<file path="src/rtl/hall_period_capture.sv">
// hall_period_capture
//
// Front end of the BLDC speed-measurement path. The raw Hall inputs are
// synchronised, and each change of the synchronised code is checked against
// the six-step commutation sequence. The time between accepted edges is
// measured in prescaled ticks, and captured as the rotation period.
//
// Ports:
//   clock          system clock, rising edge
//   reset          asynchronous, active-low reset
//   enable         measurement enable
//   hall[2:0]      raw Hall inputs {C,B,A}, asynchronous to clock
//   reset_to_zero  one-cycle pulse on every accepted edge (downstream counter clear)
//   period         last captured edge-to-edge period in ticks
//   period_valid   one-cycle strobe when period is updated
//   direction      1 = forward, 0 = reverse
//   stalled        level: no edge within 2^CNT_W-1 ticks
//   hall_error     one-cycle pulse on an illegal code or a skipped step
module hall_period_capture #(
  parameter int CNT_W    = 16,
  parameter int PRESCALE = 435
) (
  input  logic             clock,
  input  logic             reset,
  input  logic             enable,
  input  logic [2:0]       hall,
  output logic             reset_to_zero,
  output logic [CNT_W-1:0] period,
  output logic             period_valid,
  output logic             direction,
  output logic             stalled,
  output logic             hall_error
);

  localparam int                PS_W     = $clog2(PRESCALE);
  localparam logic [PS_W-1:0]   PS_LAST  = PS_W'(PRESCALE - 1);
  localparam logic [CNT_W-1:0]  CNT_MAX  = '1;
  // Count value one below saturation: the tick leaving this value stalls.
  localparam logic [CNT_W-1:0]  CNT_NEAR = {{(CNT_W-1){1'b1}}, 1'b0};

  // Forward order is 001 -> 011 -> 010 -> 110 -> 100 -> 101 -> 001.
  // Invalid codes map to 000, which never equals a valid synchronised code.
  function automatic logic [2:0] succ(input logic [2:0] c);
    logic [2:0] r;
    case (c)
      3'b001:  r = 3'b011;
      3'b011:  r = 3'b010;
      3'b010:  r = 3'b110;
      3'b110:  r = 3'b100;
      3'b100:  r = 3'b101;
      3'b101:  r = 3'b001;
      default: r = 3'b000;
    endcase
    return r;
  endfunction

  function automatic logic [2:0] pred(input logic [2:0] c);
    logic [2:0] r;
    case (c)
      3'b001:  r = 3'b101;
      3'b011:  r = 3'b001;
      3'b010:  r = 3'b011;
      3'b110:  r = 3'b010;
      3'b100:  r = 3'b110;
      3'b101:  r = 3'b100;
      default: r = 3'b000;
    endcase
    return r;
  endfunction

  // Synchroniser and previous-code register
  logic [2:0] sync1_reg;
  logic [2:0] hs_reg;
  logic [2:0] prev_reg;

  // Measurement state
  logic [PS_W-1:0]  ps_reg,  ps_next;
  logic [CNT_W-1:0] cnt_reg, cnt_next;
  logic             armed_reg, armed_next;

  // Next values of the registered outputs
  logic [CNT_W-1:0] period_next;
  logic             rtz_next;
  logic             pv_next;
  logic             dir_next;
  logic             stalled_next;
  logic             err_next;

  logic edge_det;
  logic tick;
  logic hs_invalid;
  logic prev_invalid;
  logic is_fwd;
  logic is_rev;

  always_comb begin
    edge_det     = (hs_reg != prev_reg);
    tick         = (ps_reg == PS_LAST);
    hs_invalid   = (hs_reg == 3'b000) || (hs_reg == 3'b111);
    prev_invalid = (prev_reg == 3'b000) || (prev_reg == 3'b111);
    is_fwd       = (hs_reg == succ(prev_reg));
    is_rev       = (hs_reg == pred(prev_reg));
  end

  always_comb begin
    ps_next      = ps_reg;
    cnt_next     = cnt_reg;
    armed_next   = armed_reg;
    period_next  = period;
    dir_next     = direction;
    stalled_next = stalled;
    rtz_next     = 1'b0;
    pv_next      = 1'b0;
    err_next     = 1'b0;

    if (!enable) begin
      // Measurement idle: counters parked, nothing armed, no pulses.
      ps_next      = '0;
      cnt_next     = '0;
      armed_next   = 1'b0;
      stalled_next = 1'b0;
    end else if (edge_det) begin
      // Any classified edge restarts the measurement; a tick in the same
      // cycle is dropped on purpose.
      ps_next  = '0;
      cnt_next = '0;
      if (hs_invalid) begin
        err_next   = 1'b1;
        armed_next = 1'b0;
      end else if (prev_invalid) begin
        // Recovering from an invalid code: realign, but the interval is
        // meaningless so nothing is captured.
        rtz_next     = 1'b1;
        armed_next   = 1'b1;
        stalled_next = 1'b0;
      end else if (is_fwd || is_rev) begin
        rtz_next = 1'b1;
        dir_next = is_fwd;
        if (armed_reg && !stalled) begin
          period_next = cnt_reg;
          pv_next     = 1'b1;
        end
        armed_next   = 1'b1;
        stalled_next = 1'b0;
      end else begin
        // Two-step skip: a commutation was missed.
        err_next   = 1'b1;
        armed_next = 1'b0;
      end
    end else begin
      ps_next = tick ? '0 : ps_reg + 1'b1;
      if (tick && (cnt_reg != CNT_MAX)) begin
        cnt_next = cnt_reg + 1'b1;
        if (cnt_reg == CNT_NEAR) begin
          // Saturation reached: report an all-ones period once and stop
          // trusting the interval until the next accepted edge.
          stalled_next = 1'b1;
          period_next  = CNT_MAX;
          pv_next      = 1'b1;
          armed_next   = 1'b0;
        end
      end
    end
  end

  always_ff @(posedge clock or negedge reset) begin
    if (!reset) begin
      sync1_reg     <= '0;
      hs_reg        <= '0;
      prev_reg      <= '0;
      ps_reg        <= '0;
      cnt_reg       <= '0;
      armed_reg     <= 1'b0;
      period        <= '0;
      reset_to_zero <= 1'b0;
      period_valid  <= 1'b0;
      direction     <= 1'b0;
      stalled       <= 1'b0;
      hall_error    <= 1'b0;
    end else begin
      sync1_reg     <= hall;
      hs_reg        <= sync1_reg;
      prev_reg      <= hs_reg;
      ps_reg        <= ps_next;
      cnt_reg       <= cnt_next;
      armed_reg     <= armed_next;
      period        <= period_next;
      reset_to_zero <= rtz_next;
      period_valid  <= pv_next;
      direction     <= dir_next;
      stalled       <= stalled_next;
      hall_error    <= err_next;
    end
  end

endmodule

</file>
<file path="config.mk">
export PLATFORM = sky130hd
export DESIGN_NAME = hall_period_capture
export DESIGN_NICKNAME = d
export VERILOG_FILES = /design/src/rtl/hall_period_capture.sv
export SDC_FILE = /design/constraint.sdc
export NUM_CORES = 1
export LEC_CHECK = 0
export CAP_MARGIN = 25
export CORE_UTILIZATION = 50
export DETAILED_ROUTE_END_ITERATION = 10
export PLACE_DENSITY = 0.71
export SYNTH_ARGS = -nofsm -noshare
export SYNTH_HDL_FRONTEND = slang
export SYNTH_SLANG_ARGS = --single-unit
</file>
<file path="constraint.sdc">
create_clock -name clock -period 4.3 [get_ports clock]
set_clock_uncertainty 0.15 [all_clocks]
set_input_delay 0.43 -clock clock [delete_from_list [all_inputs] [get_ports clock]]
set_output_delay 0.43 -clock clock [all_outputs]
set_load 0.1 [all_outputs]
</file>
# Word-level counts from Yosys, hierarchy flattened
# Cells that the tools add are included.
totals:
  in_bits: 6
  register_bits: 56
  wordCells: 96
op_classes:
  addsub: 2
  muxes: 44
  n_eq_ne: 22
  reduce_logical: 14
  n_bitwise: 2
op_table:
  columns: ["cell", "count"]
  rows:
  - ["two-way mux 16 bit", 10]
  - ["one-hot mux 3 bit (6 select lines)", 2]
  - ["two-way mux 1 bit", 29]
  - ["two-way mux 9 bit", 3]
  - ["adder 16 x 1 -> 16 bit, second input constant", 1]
  - ["== test 16 bit, second input constant", 1]
  - ["!= test 16 bit, second input constant", 1]
  - ["== test 3 bit, second input constant", 5]
  - ["adder 9 x 1 -> 9 bit, second input constant", 1]
  - ["== test 9 bit, second input constant", 1]
  - ["AND reduction 7 bit", 1]
  - ["== test 3 x 2 -> 1 bit, second input constant", 2]
  - ["== test 3 bit", 2]
  - ["zero test 3 bit", 2]
  - ["!= test 3 x 1 -> 1 bit, second input constant", 2]
  - ["AND reduction 5 bit", 1]
  - ["!= test 2 x 1 -> 1 bit, second input constant", 2]
  - ["!= test 2 bit, second input constant", 2]
  - ["!= test 4 x 2 -> 1 bit, second input constant", 1]
  - ["AND reduction 4 bit", 1]
  - ["nonzero test 2 bit", 2]
  - ["== test 3 x 1 -> 1 bit, second input constant", 1]
  - ["logical OR 1 bit", 3]
  - ["!= test 3 bit", 1]
  - ["5 further kinds", 7]

# Depth between registers and ports, before layout
# Gate-level depths: netlist (run 1).
depth:
  depth_word: 9
  mapped_depth: 8

# Least setup slack after synthesis (run 1)
# No wires, ideal clock.
synth_path:
  kind: "flip-flop to flip-flop"
  startpoint: "register hs_reg[2]"
  endpoint: "register period[10]"
  path_buffers: 2
  stages_incl_launch_ff: 8
  arrival_ns: 2.050
  setup_slack_ns: 2.021
  synth_period_minus_slack_ns: 2.279
  path_cell_list: "dfrtp_1 xor2_1 or4_1 buf_2 nor4_4 buf_6 nor2_1 mux2i_1"
synth_between:
  elab_chain_len: 4
  elab_cells_between_ends: 15
  classes_between: "8 x eq/ne; 1 x mux; 6 x reduce/logical"
synth_lines:
  columns: ["item", "line", "rtl"]
  rows:
  - ["start, declared", "73", "logic [2:0] hs_reg;"]
  - ["start signal, assigned", "182", "hs_reg <= sync1_reg;"]
  - ["== test 3 bit (tied with other cells)", "101", "is_fwd = (hs_reg == succ(prev_reg));"]
  - ["logical OR 1 bit (on tied branches)", "136, 99", null]
  - ["!= test 2 x 1 -> 1 bit (no source line) / != test 2 bit (equally long branches)", null, null]
  - ["AND reduction 7 bit (no source line)", null, null]
  - ["end signal, assigned", "187", "period <= period_next;"]
  - ["end, declared", "28", "output logic [CNT_W-1:0] period,"]
# Parallel ways exist; a longest one is shown, timed or not.
# A chain may end at the register's enable or synchronous reset.

# Final worst setup path (run 1)
layout_path:
  startpoint: "register hs_reg[2]"
  endpoint: "register period[3]"
# Same word-level chain as after synthesis.

==> metrics.yaml, run 1 <==
outcome:
  status: "finished clean"
floorplan:
  die_w_um: 78.0
  num_rows: 27
  die_y_um: 78.0
  start_util_pct: 52.2
  die-area_um2: 6090
  core_um2: 5540
  io_pins: 27
logic_synthesis:
  synth_seq_cells: 56
  ys_seq_area_share_pct: 48.5
  synthArstFlopShare_pct: 100
  syn_inst: 290
  syn_area_per_cell_um2: 9.97
  synthFlopType: "dfrtp_1"
  synth_nets: 300
  yosysWarnings: 0
  synth_edf_count: 0
  post_synth_num_cell_types: 46
  netlist_area_um2: 2890
clock_network:
  htreeDepth: 2
  cts_sinks: 56
  cts_tree: "built"
  post_cts_resized: 0
  cts_buffers: 5
  clock_path_buffers: 2
  cts_root_buf: "clkbuf_8"
  clk_latency_ns: 0.30
  clk_pin_slew_ns: 0.09
global_route:
  grt_pass1_vias: 2028
  track_usage_pct: 19.0
  grt_max_degree: 40
  grt-ovfl-total: 0
  grt_pass1_wl_um: 9260
  antenna_found_initial: 0
placement:
  hpwl_um: 3530
  portBuffers: 26
  preCtsSetupSlack_ns: 0.978
  place_inst: 373
  place.gp.congestion: 0.877
timing:
  min_period_ns: 3.13
  slew_headroom_pct: 35.2
  maxSlewViolCount: 0
  setup_viol: 0
  final.setup.worst_slack_ns: 1.17
  tightest_slew_ns: 0.969
  setup_tns_ns: 0
  rsz0062_at_grt: "false"
  fin_crit_sh_pct: 72.9
  fmax_mhz: 319
  hold_violations: 0
hold_path:
  hp-class: "register to register"
  worstHoldStart: "sync1_reg[2]"
  min_path_cells: 0
  worstHoldEndpoint: "hs_reg[2]"
setup_path:
  cp.arrival_ns: 3.20
  cp-start-kind: "register"
  cp_max_fo: 17
  r2r_slack_ns: 1.17
  worstReg2RegEnd: "period[3]"
  critPathKind: "register to register"
  required_ns: 4.37
  worst_setup_path_end_kind: "register"
  r2r_start: "hs_reg[2]"
  worstRegToRegCells: 5
run:
  maxCapViolations: 0
finish:
  areaGrowthSynthToFinish_pct: 13.4
  diodes: 0
  multi_input_area_um2: 1380
  instances_no_fill: 382
  seq_area_um2: 1400
  final_net_count: 319
  fillers: 493
  layout-drive-gt1-share_pct: 4.84
detailed_routing:
  drtPass1Iterations: 4
  ant_nets: 0
  drtIter0Drc: 178
  drcViolationCount: 0
  vias: 2112
  finalWirelength_um: 5120
  via_per_inst: 5.53
  wire_per_inst_um: 13.4
pwr:
  p_total_mw: 1.55
  ir_drop_mv: 0.288
  power.leakage_nw: 1.43
  power_density_nw_per_um2: 474
## timing repair
item | in CTS | in global routing
buffers inserted | 0 | 0
endpoints found under the hold margin | 17 | 0
hold buffers | 1 | 0
## final cells by class
class,count,area share [%]
well taps,72,2.75
multi-input cells,211,42.0
flip-flops and latches,56,42.7
clock buffers,6,2.21
repair buffers,29,8.55
inverters,6,0.687
clock inverters,2,1.07
## worst max-delay path, cell delays in order, from the launching register on
cell and delay [ns]:
dfrtp_1 0.65, xor2_1 0.19, or4_1 0.86, nor4_4 0.91, nor2_1 0.11, mux2i_1 0.17
## synth_stat cells, types with 2 or more instances
| library cell | instances | share of area [%] |
|---|---|---|
| o21ai_0 | 8 | 1.4 |
| xnor2_1 | 10 | 3.0 |
| nor2_1 | 55 | 7.1 |
| o31ai_1 | 3 | 0.78 |
| nand2_1 | 12 | 1.6 |
| and2_1 | 3 | 0.65 |
| buf_6 | 3 | 1.2 |
| nand4_1 | 7 | 1.5 |
| ha_1 | 4 | 1.7 |
| and3_1 | 6 | 1.3 |
| and4_1 | 5 | 1.5 |
| nor4bb_1 | 7 | 2.4 |
| xor2_1 | 13 | 3.9 |
| nor2b_1 | 4 | 0.87 |
| nand3_1 | 11 | 1.9 |
| mux2i_1 | 17 | 5.9 |
| or4_1 | 4 | 1.0 |
| nor3_1 | 8 | 1.4 |
| a21oi_1 | 7 | 1.2 |
| nand2b_1 | 5 | 1.1 |
| a211oi_1 | 3 | 0.78 |
| inv_1 | 6 | 0.78 |
| dfrtp_1 | 56 | 48 |
| clkbuf_1 | 7 | 0.91 |
| nor3b_1 | 2 | 0.52 |
| buf_2 | 4 | 0.69 |
## report_power, final
part	switching, mW	internal [mW]	total, mW
logic	0.461	0.136	0.596
clock network	0.162	0.173	0.335
registers	0.0382	0.582	0.621
total	0.661	0.891	1.55
## worst max-delay path by stage
stage | from | end | slack, ns | cells past startpoint
5_1_grt | hs_reg[2] | period[6] | 0.94 | 5
2_1_floorplan | hs_reg[2] | period[10] | 2.02 | 7
6_report | hs_reg[2] | period[3] | 1.17 | 5
3_5_place_dp | enable | period[6] | 0.98 | 6
3_3_place_gp | enable | period[12] | 1.06 | 6
4_1_cts | hs_reg[2] | period[6] | 1.16 | 5
## metrics by stage
stage	instance area [µm²]	util, %	hold slack [ns]
finish	3280	59.2	0.208
detailed placement	3160	57.0	0.188
CTS	3280	59.2	0.210
global placement	3160	57.0	0.182
floorplan	2890	-	-0.0156
global route	3280	59.2	0.219
## kinds of logic after synthesis
| logic type | Yosys count | share of synthesized area [%] |
|---|---|---|
| simple gates | 134 | 24.8 |
| fa+ha+maj | 4 | 1.73 |
| flops | 56 | 48.5 |
| xor+xnor | 23 | 6.97 |
| compound gates | 32 | 7.66 |
| mux | 18 | 6.27 |
| buf+inv | 23 | 4.11 |
## metal layers
| layer | vias up | GRT usage [%] | routed length [µm] |
|---|---|---|---|
| met1 | 1014 | 27.3 | 2560 |
| li1 | 1051 | - | - |
| met2 | 40 | 29.4 | 2300 |
| met5 | - | 0 | 0 |
| met3 | 7 | 3.37 | 188 |
| met4 | 0 | 5.74 | 70 |
## cells in the final DEF (no fill, tap or decap), types with 2 or more instances in the layout
cell             netlist  final
dfrtp_1               56     56
nor2_1                55     55
clkdlybuf4s50_1        0     25
mux2i_1               17     17
xor2_1                13     13
nand2_1               12     12
nand3_1               11     11
xnor2_1               10     10
o21ai_0                8      8
nor4bb_1               7      7
nand4_1                7      7
nor3_1                 8      7
a21oi_1                7      7
inv_1                  6      6
and3_1                 6      6
and4_1                 5      5
nand2b_1               5      5
clkbuf_8               0      5
nor2b_1                4      4
or4_1                  4      4
ha_1                   4      4
and2_1                 3      3
o31ai_1                3      3
a211oi_1               3      3
nor3b_1                2      2
buf_4                  1      2
Power figures use the tool's default switching activity.
==> run 2: changes to the inputs <==
==> constraint.sdc (replaced) <==
create_clock -name clock -period 3.1 [get_ports clock]
set_clock_uncertainty 0.15 [all_clocks]
set_input_delay 0.31 -clock clock [delete_from_list [all_inputs] [get_ports clock]]
set_output_delay 0.31 -clock clock [all_outputs]
set_load 0.1 [all_outputs]
==> run 2 against run 1 <==
Wire length increased by 3.3%. Cell count increased by 0.52%. Combinational power increased by 35%. Utilization decreased by 0.16 points. Clock power increased by 65%. Fmax increased by 29%. Register-to-register slack got worse by 0.50 ns. Global-route usage increased by 0.25 points. Worst setup slack got worse by 0.50 ns. Design area decreased by 0.27%.
==> metrics.yaml, run 2 (synthesis results as in run 1) <==
placement:
  portBuffers: 26  # unchanged
  hpwl_um: 3700  # +4.8%
  place.gp.congestion: 0.859  # -2.1%
  place_inst: 376  # +0.80%
timing:
  tightest_slew_ns: 0.545  # -0.424 ns
  min_period_ns: 2.44  # -0.696 ns
  holdWs_ns: 0.206  # -0.00254 ns
  setup_tns_ns: 0  # unchanged
  slew_headroom_pct: 63.6  # +28 points
  hold_violations: 0  # unchanged
  maxSlewViolCount: 0  # unchanged
  fmax_mhz: 410  # +29%
  rsz0062_at_grt: "false"
  setup_viol: 0  # unchanged
  fin_crit_sh_pct: 78.6  # +5.8 points
clock_network:
  cts_sinks: 56  # unchanged
  htreeDepth: 2  # unchanged
  cts_tree: "built"
  clk_latency_ns: 0.31  # about the same
  clock_path_buffers: 2  # unchanged
  cts_root_buf: "clkbuf_8"
  cts_buffers: 5  # unchanged
  clk_pin_slew_ns: 0.10  # about the same
global_route:
  antenna_found_initial: 0  # unchanged
  grt-ovfl-total: 0  # unchanged
  grt_max_degree: 34  # -15%
  track_usage_pct: 19.3  # +0.25 points
  grt_pass1_vias: 1941  # -4.3%
  grt_pass1_wl_um: 9280  # +0.23%
finish:
  layout-drive-gt1-share_pct: 12.5  # +7.7 points
  fin_util_pct: 59.0  # -0.16 points
  final_common_cell: "dfrtp_1"
  areaGrowthSynthToFinish_pct: 13.1
  final_net_count: 322  # +0.94%
  instances_no_fill: 384  # +0.52%
  diodes: 0  # unchanged
  mostFrequentLayoutCells: "dfrtp_1, nor2_1, buf_4, mux2i_1, xor2_1"
pwr:
  ir_drop_mv: 0.439  # +53%
  switchingPower_mw: 0.930  # +41%
  p_total_mw: 2.22  # +43%
  seqPwrFrac_pct: 38.9  # -1.1 points
  p_int_mw: 1.29  # +45%
  power.leakage_nw: 1.48  # +3.7%
  sw_frac_of_total_pct: 41.9  # -0.70 points
  p_clk_share_pct: 24.9  # +3.3 points
  power_density_nw_per_um2: 679  # +43%
  comb_power_share_pct: 36.2  # -2.2 points
floorplan:
  die_y_um: 78.0  # unchanged
  die_w_um: 78.0  # unchanged
  die-area_um2: 6090  # unchanged
  num_rows: 27  # unchanged
  core_um2: 5540  # unchanged
  start_util_pct: 52.2  # unchanged
  io_pins: 27  # unchanged
setup_path:
  cp-start-kind: "register"
  required_ns: 3.19  # -1.18 ns
  r2r_slack_ns: 0.66  # -0.50 ns
  cp.arrival_ns: 2.53  # -0.67 ns
  r2r_start: "hs_reg[2]"
  worst_setup_path_end_kind: "register"
  cp_max_fo: 17  # unchanged
  worstRegToRegCells: 6  # +1
  critPathLaunch: "hs_reg[2]"
  worstReg2RegEnd: "period[4]"
  critPathKind: "register to register"
detailed_routing:
  vias: 2084  # -1.3%
  ant_nets: 0  # unchanged
  drtPass1Iterations: 4  # unchanged
  via_per_inst: 5.43  # -1.8%
  drcViolationCount: 0  # unchanged
  drtIter0Drc: 180  # +1.1%
  finalWirelength_um: 5290  # +3.3%
  wire_per_inst_um: 13.8  # +2.8%
outcome:
  status: "finished clean"
hold_path:
  worstHoldEndpoint: "hs_reg[1]"
  worstHoldStart: "sync1_reg[1]"
  min_path_cells: 0  # unchanged
  hp-class: "register to register"
run:
  maxCapViolations: 0  # unchanged
[run 2: cell count changes in the layout (fill, tap and decap cells not counted)]
cell             previous run  this run
clkbuf_1                    1         0
bufinv_16                   1         2
buf_4                       2        26
clkinv_2                    1         0
clkdlybuf4s50_1            25         4
[run 2: metrics by stage]
| stage | area, µm² | worst slack [ns] |
|---|---|---|
| final | 3270 | 0.662 |
| after global routing | 3270 | 0.504 |
| after CTS | 3270 | 0.665 |
| after detailed placement | 3130 | 0.591 |
| after global placement | 3130 | 0.662 |
| after floorplan | 2890 | 0.821 |
[run 2: power by group through the flow]
stage	clock network, mW	logic (mW)	registers, mW
after global placement	0	0.799	0.879
after floorplan	0	0.128	1.38
final	0.552	0.804	0.863
after CTS	0.567	0.810	0.865
after global routing	0.591	0.838	0.876
after detailed placement	0	0.808	0.880
[run 2: worst max-delay path by stage]
stage | to | slack, ns
2_1_floorplan | period[10] | 0.82
3_3_place_gp | period[8] | 0.66
3_5_place_dp | period[4] | 0.59
4_1_cts | period[4] | 0.67
5_1_grt | period[2] | 0.50
6_report | period[4] | 0.66
[run 2: area by class of cell]
| cell class | count | area [µm²] |
|---|---|---|
| fill | 491 | 2270 |
| clock inverter | 2 | 60.1 |
| timing repair buffer | 32 | 250 |
| sequential | 56 | 1400 |
| tap | 72 | 90.1 |
| inverter | 6 | 22.5 |
| clock buffer | 5 | 68.8 |
| multi-input combinational | 211 | 1380 |
[run 2: critical path: stages, from the launching register on]
cell and delay (ns):
dfrtp_1 0.66, xor2_1 0.19, or4_1 0.61, nor4_4 0.29, buf_4 0.26, nor2_1 0.08
mux2i_1 0.13
[run 2: what timing repair did]
action / in CTS / in global routing
setup buffers: 0 / 0
hold endpoints to repair: 23 / 0
hold buffers: 1 / 0
resized for setup: 0 / 0
setup endpoints to repair: 0 / 0
[run 2: routing by layer]
metal,global-route usage (%),part of all wire (%),vias up
met5,0,0,-
met4,7.78,1.6,0
met3,3.14,3.1,6
met2,28.6,43,35
met1,28.1,52,986
li1,-,-,1057
==> run 3: changes to the inputs <==
==> constraint.sdc (replaced) <==
create_clock -name clock -period 2.4 [get_ports clock]
set_clock_uncertainty 0.15 [all_clocks]
set_input_delay 0.24 -clock clock [delete_from_list [all_inputs] [get_ports clock]]
set_output_delay 0.24 -clock clock [all_outputs]
set_load 0.1 [all_outputs]
==> run 3 against run 2 <==
Flip-flop and latch count did not move. Die area did not move. Clock-buffer cell count did not move. Clock power fell by 4.7%. Non-clock buffer count rose by 10. Combinational power rose by 33%. Highest routed layer unchanged. Utilization rose by 1.2 points. Sequential share of layout area fell by 0.88 points. First-iteration DRC count fell by 40%.
==> metrics.yaml, run 3 (synthesis results as in run 1) <==
timing:
  rsz0062_at_grt: "false"
  fmax_mhz: 446  # +8.8%
  tightest_slew_ns: 0.671  # +0.126 ns
  setup_viol: 0  # unchanged
  slew_headroom_pct: 55.3  # -8.3 points
  fin_crit_sh_pct: 93.4  # +15 points
  min_period_ns: 2.24  # -0.196 ns
  hold_violations: 0  # unchanged
  maxSlewViolCount: 0  # unchanged
detailed_routing:
  drtPass1Iterations: 6  # +2
  ant_nets: 0  # unchanged
  finalWirelength_um: 5450  # +3.0%
  drtIter0Drc: 108  # -40%
  wire_per_inst_um: 13.8  # +0.16%
  vias: 2111  # +1.3%
  via_per_inst: 5.34  # -1.5%
  drcViolationCount: 0  # unchanged
hold_path:
  min_path_cells: 0  # unchanged
  worstHoldEndpoint: "hs_reg[2]"
  hp-class: "register to register"
  worstHoldStart: "sync1_reg[2]"
finish:
  instances_no_fill: 395  # +2.9%
  seq_area_um2: 1400  # unchanged
  fin_util_pct: 60.3  # +1.2 points
  areaGrowthSynthToFinish_pct: 15.4
  diodes: 0  # unchanged
  final_common_cell: "dfrtp_1"
  layout-drive-gt1-share_pct: 15.8  # +3.3 points
  final_net_count: 332  # +3.1%
  multi_input_area_um2: 1380  # +0.45%
  mostFrequentLayoutCells: "dfrtp_1, nor2_1, buf_4, mux2i_1, xor2_1"
  fillers: 503  # +2.4%
clock_network:
  cts_sinks: 56  # unchanged
  cts_tree: "built"
  clock_path_buffers: 2  # unchanged
  cts_buffers: 5  # unchanged
  cts_root_buf: "clkbuf_8"
  clk_latency_ns: 0.31  # about the same
  htreeDepth: 2  # unchanged
  clk_pin_slew_ns: 0.10  # about the same
pwr:
  power.leakage_nw: 1.52  # +2.8%
  ir_drop_mv: 0.615  # +40%
  power_density_nw_per_um2: 808  # +19%
  p_total_mw: 2.70  # +22%
setup_path:
  required_ns: 2.48  # -0.71 ns
  r2r_slack_ns: 0.16  # -0.50 ns
  critPathKind: "register to register"
  cp_max_fo: 17  # unchanged
  cp.arrival_ns: 2.32  # -0.21 ns
  r2r_start: "hs_reg[2]"
  worst_setup_path_end_kind: "register"
  worstReg2RegEnd: "period[9]"
  worstRegToRegCells: 6  # unchanged
  cp-start-kind: "register"
outcome:
  status: "finished clean"
floorplan:
  die_y_um: 78.0  # unchanged
  core_um2: 5540  # unchanged
  io_pins: 27  # unchanged
  die_w_um: 78.0  # unchanged
  die-area_um2: 6090  # unchanged
  num_rows: 27  # unchanged
  start_util_pct: 52.2  # unchanged
global_route:
  antenna_found_initial: 0  # unchanged
  grt_pass1_wl_um: 9740  # +5.0%
  grt_pass1_vias: 2023  # +4.2%
  grt-ovfl-total: 0  # unchanged
  track_usage_pct: 20.4  # +1.1 points
  grt_max_degree: 30  # -12%
placement:
  portBuffers: 26  # unchanged
  hpwl_um: 3880  # +4.8%
  place.gp.congestion: 0.808  # -6.0%
  place_inst: 386  # +2.7%
run:
  maxCapViolations: 0  # unchanged
[run 3: cell types whose count changed in the layout (fill, tap and decap cells not counted)]
cell	change
a311oi_1	-1
clkinv_2	+1
a311oi_2	+1
bufinv_16	-2
buf_4	+8
inv_6	+1
clkinv_4	+1
buf_12	+2
[run 3: final cells by class]
cell class	instances	share of cell area, %
Clock buffer	5	2.06
Timing Repair Buffer	42	10.5
Sequential cell	56	42.0
Multi-Input combinational cell	211	41.4
Clock inverter	3	0.675
Tap cell	72	2.70
Inverter	6	0.675
[run 3: power breakdown]
part	internal, mW	switching (mW)	total (mW)
Sequential	1.04	0.0615	1.11
Combinational	0.223	0.843	1.07
Clock	0.210	0.316	0.526
Total	1.48	1.22	2.70
[run 3: what timing repair did]
action,4_1_cts,5_1_grt
gates resized for setup,0,1
hold endpoints to repair,27,0
setup endpoints to repair,0,14
hold buffers,1,0
buffers inserted,0,0
[run 3: per-layer routing]
metal	wire [µm]	part of all wire, %	GRT usage [%]
met5	0	0	0
met4	61	1.1	6.67
met3	154	2.8	3.84
met2	2470	45	30.9
met1	2760	51	29.5
[run 3: worst max path at each step]
stage | startpoint | endpoint | depth (start not counted)
detailed placement | enable | period[9] | 7
finish | hs_reg[2] | period[9] | 6
floorplan | hs_reg[2] | period[10] | 7
global route | ps_reg[2] | cnt_reg[6] | 5
CTS | hs_reg[2] | period[9] | 6
global placement | enable | period[9] | 7
[run 3: metrics by stage]
| step | TNS, ns | setup WS (ns) | cell area [µm²] | hold slack (ns) |
|---|---|---|---|---|
| 2_1_floorplan | 0 | 0.121 | 2890 | -0.206 |
| 3_3_place_gp | 0 | 0.108 | 3230 | 0.151 |
| 3_5_place_dp | -0.00500 | -0.00500 | 3230 | 0.157 |
| 4_1_cts | 0 | 0.134 | 3330 | 0.197 |
| 5_1_grt | 0 | 0.0344 | 3340 | 0.200 |
| 6_report | 0 | 0.159 | 3340 | 0.207 |
[run 3: worst max-delay path: stages, from the launching register on]
cell	delay (ns)
dfrtp_1	0.46
xor2_1	0.22
or4_1	0.59
nor4_4	0.37
buf_12	0.18
nor2_1	0.04
mux2i_1	0.14
